File: src/rtl/sr_ff_bank.sv
// sr_ff_bank: bank of WIDTH clocked SR flip-flops with per-channel stability filter and sticky conflict reporting
//
// Parameters:
//   WIDTH     number of independent SR channels
//   MODE      S=R=1 policy: 0 hold, 1 set-dominant, 2 reset-dominant, 3 toggle
//   FILTER    extra consecutive stable cycles required before a pair is acted on (0..255)
//   RESET_VAL per-channel value of q after reset
//   CNT_W     width of the saturating error counter
//
// Ports:
//   clk          rising-edge clock
//   rst_n        asynchronous active-low reset
//   s, r         per-channel set / reset requests
//   clr_conflict synchronous clear of conflict and err_cnt (a concurrent qualified 11 wins)
//   q, qbar      channel state and its inverse
//   conflict     sticky per-channel flag for a qualified S=R=1
//   err_cnt      saturating count of cycles with any qualified S=R=1
//
// Build option: define SR_ERR_CNT_EN to build the err_cnt counter; otherwise err_cnt is tied to 0.
module sr_ff_bank #(
    parameter int               WIDTH     = 8,
    parameter int               MODE      = 0,
    parameter int               FILTER    = 0,
    parameter logic [WIDTH-1:0] RESET_VAL = '0,
    parameter int               CNT_W     = 8
) (
    input  logic             clk,
    input  logic             rst_n,
    input  logic [WIDTH-1:0] s,
    input  logic [WIDTH-1:0] r,
    input  logic             clr_conflict,
    output logic [WIDTH-1:0] q,
    output logic [WIDTH-1:0] qbar,
    output logic [WIDTH-1:0] conflict,
    output logic [CNT_W-1:0] err_cnt
);
    localparam logic [7:0] FMAX = 8'(FILTER);

    logic [WIDTH-1:0] q_q, q_d, conflict_q, conflict_d;
    logic [WIDTH-1:0] same, qual, hit;
    logic [1:0]       prev_q [WIDTH];
    logic [1:0]       prev_d [WIDTH];
    logic [7:0]       cnt_q  [WIDTH];
    logic [7:0]       cnt_d  [WIDTH];

    always_comb begin
        for (int i = 0; i < WIDTH; i++) begin
            prev_d[i]     = {s[i], r[i]};
            same[i]       = prev_d[i] == prev_q[i];
            cnt_d[i]      = !same[i] ? 8'd0 : cnt_q[i] == FMAX ? FMAX : cnt_q[i] + 8'd1;
            // an unfiltered bank acts on every sample without looking at history
            qual[i]       = FILTER == 0 || (same[i] && cnt_q[i] == FMAX);
            hit[i]        = qual[i] && s[i] && r[i];
            q_d[i]        = (!qual[i] || (!s[i] && !r[i])) ? q_q[i] :
                            (s[i] ^ r[i]) ? s[i] :
                            MODE == 1 ? 1'b1 : MODE == 2 ? 1'b0 : MODE == 3 ? ~q_q[i] : q_q[i];
            conflict_d[i] = hit[i] | (conflict_q[i] & ~clr_conflict);
        end
    end

    always_ff @(posedge clk or negedge rst_n) begin
        if (!rst_n) begin
            q_q        <= RESET_VAL;
            conflict_q <= '0;
            for (int i = 0; i < WIDTH; i++) begin
                prev_q[i] <= 2'b00;
                cnt_q[i]  <= 8'd0;
            end
        end else begin
            q_q        <= q_d;
            conflict_q <= conflict_d;
            for (int i = 0; i < WIDTH; i++) begin
                prev_q[i] <= prev_d[i];
                cnt_q[i]  <= cnt_d[i];
            end
        end
    end

    assign q        = q_q;
    assign qbar     = ~q_q;
    assign conflict = conflict_q;

`ifdef SR_ERR_CNT_EN
    logic [CNT_W-1:0] err_q, err_d;
    logic             any_hit;

    assign any_hit = |hit;
    // a clear coinciding with a conflict cycle restarts the count at 1
    assign err_d   = clr_conflict ? {{(CNT_W-1){1'b0}}, any_hit} :
                     (any_hit && !(&err_q)) ? err_q + CNT_W'(1) : err_q;

    always_ff @(posedge clk or negedge rst_n) begin
        if (!rst_n) err_q <= '0;
        else        err_q <= err_d;
    end

    assign err_cnt = err_q;
`else
    assign err_cnt = '0;
`endif
endmodule

File: config.mk
export PLATFORM = sky130hd
export DESIGN_NAME = sr_ff_bank
export DESIGN_NICKNAME = d
export VERILOG_FILES = /design/src/rtl/sr_ff_bank.sv
export SDC_FILE = /design/constraint.sdc
export NUM_CORES = 1
export LEC_CHECK = 0
export CAP_MARGIN = 20
export CELL_PAD_IN_SITES_DETAIL_PLACEMENT = 1
export CELL_PAD_IN_SITES_GLOBAL_PLACEMENT = 1
export CORE_AREA = 2 2 56 58
export DETAILED_ROUTE_END_ITERATION = 10
export DIE_AREA = 0 0 58 60
export GPL_ROUTABILITY_DRIVEN = 1
export PLACE_DENSITY = 0.78
export SLEW_MARGIN = 25
export SYNTH_ARGS = -nofsm -noshare
export SYNTH_HDL_FRONTEND = slang
export SYNTH_SLANG_ARGS = --single-unit
File: constraint.sdc
create_clock -name clk -period 0.89 [get_ports clk]
set_input_delay 0.1335 -clock clk [delete_from_list [all_inputs] [get_ports clk]]
set_output_delay 0.1335 -clock clk [all_outputs]
set_load 0.02 [all_outputs]
# Yosys cells after proc, flatten, opt, wreduce, memory -nomap -nowiden
# Index checks and enable logic that the tools add are counted.
# word_totals
elab_cells	83
output_inout_bits	32
register_bits	16
# classes
bitwise	34
reduce_logical	40
# op_table
operator	count
1-bit logical AND	16
1-bit zero test	16
2-bit AND reduction	8
1-bit NOT	9
1-bit AND	8
8-bit NOT	1
1-bit OR	8
1-bit XOR	8

# Depth between registers and ports, before layout
# logic_depth
ltp_word	4
depth_mapped	3
ltp_nobuf	3

# Worst setup path before layout
# Ideal clock, no wire load.
# synth_path
kind	reg2reg
startpoint	register, netlist name q[0]
endpoint	register q_q[0], in the netlist q[0]
arrival_time_ns	0.723
required_time_ns	0.759
n_path_buf	0
path_slack_ns	0.036
stages_incl_launch_ff	3
synth_period_minus_slack_ns	0.854
cell_sequence	dfrtp_1 > inv_1 > o21ai_0
# synth_lines
item	line	text
to (signal assigned)	70	q_q <= q_d;
to (decl)	39	logic [WIDTH-1:0] q_q, q_d, conflict_q, conflict_d;

# Final worst setup path
# layout_path
startpoint	register q_q[4], in the netlist q[4]
endpoint	output qbar[4]
# layout_between
elab_chain_cells	1
# layout_rtl
item	line	text
8-bit NOT	80	assign qbar = ~q_q;
to (decl)	33	output logic [WIDTH-1:0] qbar,
# No other way between the ends.

==> impl_metrics.csv <==
group,metric,value,unit
power,pwr_density_cell,1599,nW/um2
final_layout,final_nets,153,
clocking,tritoncts,"built",
grt,grt-busiest-layer,"met2",
place,dpl_cell_area,1186,um2
grt,met2_usage,21.27,%
final_layout,diodes,0,
sta,rsz0062_at_grt,"true",
detailed_routing,route.vias.total,670,
grt,antenna_found_initial,0,
run,cap_violations,0,
logic_synthesis,synth_top_area_share,54.98,%
grt,grt_use_met1,11.36,%
clocking,ctsHoldBuffers,0,
floorplanning,fp.dieW,58,um
logic_synthesis,syn_area_per_cell,11.03,um2
place,port_buffers,42,
critical_path,required,0.76,ns
final_layout,fin_area,1306,um2
logic_synthesis,ys_top_cells_by_area,"dfrtp_1 (55%), ha_1 (14%), a21o_1 (8.2%)",
floorplanning,ioPinCount,51,
detailed_routing,antenna_left,0,
logic_synthesis,synth_area,728.2,um2
detailed_routing,drc_errors,0,
clocking,clock-sinks,16,
clocking,htree_levels,1,
detailed_routing,first_pass_iters,2,
critical_path,r2r_start,"conflict[5]",
hold_path,hold_class,"input pin to asynchronous set/reset pin",
clocking,numCtsBuffers,3,
sta,finalHoldViolCount,0,
power,peakVddDrop,0.7235,mV
final_layout,n_fill_cell,328,
floorplanning,start_util,25.09,%
logic_synthesis,yosys.area.top_type,"dfrtp_1",
grt,grt_pass1_vias,703,
logic_synthesis,synthCells,66,
critical_path,r2r_slack,-0.02,ns
outcome,violations,"setup timing",
logic_synthesis,yosysWarnings,0,
sta,slew_violations,0,
grt,grt.overflow.total,0,
clocking,clkTransAtPathRegs,0.09,ns
place,dp_hpwl,1.482,mm
critical_path,slowest_delay,0.41,ns
critical_path,r2r_cells,3,
logic_synthesis,ys_seq_elements,16,
critical_path,crit_path_end_kind,"output pin",
critical_path,setup.worst_path.start,"q[4]",
sta,skew,0,ns
grt,grt_use_total,11.05,%
place,dp_slack,-0.2891,ns
final_layout,fin_cells,157,
floorplanning,core_region_area,2903,um2
critical_path,slowest_stage,"dfrtp_1",
critical_path,crit_type,"flop to output pin",
detailed_routing,avgViaCountPerCell,4.268,
power,power_leakage,0.7162,nW
clocking,root_buffer,"clkbuf_4",
grt,grt_pass1_wl,2.856,mm
sta,setup_slack,-0.1116,ns
grt,grt_max_degree,9,
detailed_routing,wl_per_cell,11.82,um
place,routabilityCongestion,0.5900,
logic_synthesis,ys_seq_area_share,54.98,%
sta,fmax,998.4,MHz
grt,grt_use_met3,2.381,%
outcome,status,"finished with violations",
detailed_routing,drt_iter0_markers,5,
floorplanning,dieArea,3480,um2
critical_path,crit_chain,"inv_2, buf_6",
place,dp.cells,144,
critical_path,start_kind,"flop",
final_layout,postLayoutCoreUtil,45.00,%
final_layout,drive_above_1_share,41.94,%
final_layout,layout_common_cells,"buf_6 (19), dfrtp_1 (16), clkdlybuf4s50_1 (16), buf_4 (15), inv_2 (9)",
final_layout,syn_to_final_growth,79.38,%
sta,period_needed,1.002,ns
critical_path,crit_arrival,0.87,ns
clocking,clk-insertion-delay-late,0.27,ns
final_layout,mostFrequentLayoutCell,"buf_6",
floorplanning,core.rowCount,20,
sta,setup_viol,25,
logic_synthesis,synth_cell_types,9,
critical_path,crit_fanout,2,
critical_path,r2r_end,"conflict[5]",
clocking,cts_buffer_depth,2,
sta,fin_crit_sh,112.5,%
floorplanning,die_y,60,um
detailed_routing,wl,1.855,mm
-- metal layers --
layer / vias up / wire, um
met2: 28 / 1054
li1: 318 / -
met5: - / 0
met3: 0 / 136
met4: 0 / 0
met1: 324 / 664
-- registers in the layout (all words and copies together) (netlist names) --
| name | flops |
|---|---|
| q | 8 |
| conflict | 8 |
-- repair_timing --
item / 4_1_cts / 5_1_grt
setup endpoints to repair: 24 / 30
setup buffers: 5 / 5
pin swaps: 0 / 6
resized for setup: 138 / 11
cloned: 0 / 0
-- worst max-delay path: cells and delay by family, from the launching register on --
family	cells	cell delay, ns
DFF	1	0.41
buffers and inverters	2	0.18
-- kinds of logic (layout without fill, tap and decap cells) --
| group | Yosys count | after routing | synth area share, % |
|---|---|---|---|
| other | 1 | 8 | 0.5150 |
| adders and majority gates | 8 | 8 | 13.75 |
| and+or+nand+nor | 8 | 8 | 4.124 |
| AOI/OAI and AO/OA | 16 | 16 | 13.75 |
| DFF | 16 | 16 | 54.98 |
| buffers and inverters | 17 | 68 | 12.89 |
-- final cells by class --
class                   count  area, um2  area share, %
clock buffers               3      22.52          1.724
inverters                   9      33.78          2.586
multi-input cells          40      276.5          21.17
flip-flops and latches     16      400.4          30.65
well taps                  33      41.29          3.161
repair buffers             56      531.8          40.71
-- stage by stage --
step	setup TNS, ns	hold slack (ns)	power, mW
floorplan	0	-0.1621	1.224
global placement	-7.634	0.4631	1.613
detailed placement	-8.409	0.4712	1.640
CTS	-2.316	0.1651	2.069
global route	-3.041	0.1734	2.230
finish	-1.887	0.1699	2.089
-- synthesized netlist by cell type (all sizes together) --
library cell  instances
conb                  1
inv                   9
nand2                 8
a21o                  8
o21ai                 8
ha                    8
dfrtp                16
buf                   8
-- power breakdown --
part | internal (mW) | total (mW) | switching (mW)
Sequential | 0.813 | 0.877 | 0.0641
Clock | 0.157 | 0.369 | 0.212
Combinational | 0.433 | 0.843 | 0.410
Total | 1.40 | 2.09 | 0.687
-- how the worst max path moves through the flow --
stage	endpoint	slack [ns]
after floorplan	q[0]	0.04
after global placement	qbar[1]	-0.26
after detailed placement	q[6]	-0.29
after CTS	qbar[1]	-0.13
after global routing	qbar[4]	-0.16
final	qbar[4]	-0.11
No activity file was read; power rests on OpenSTA's default activity.
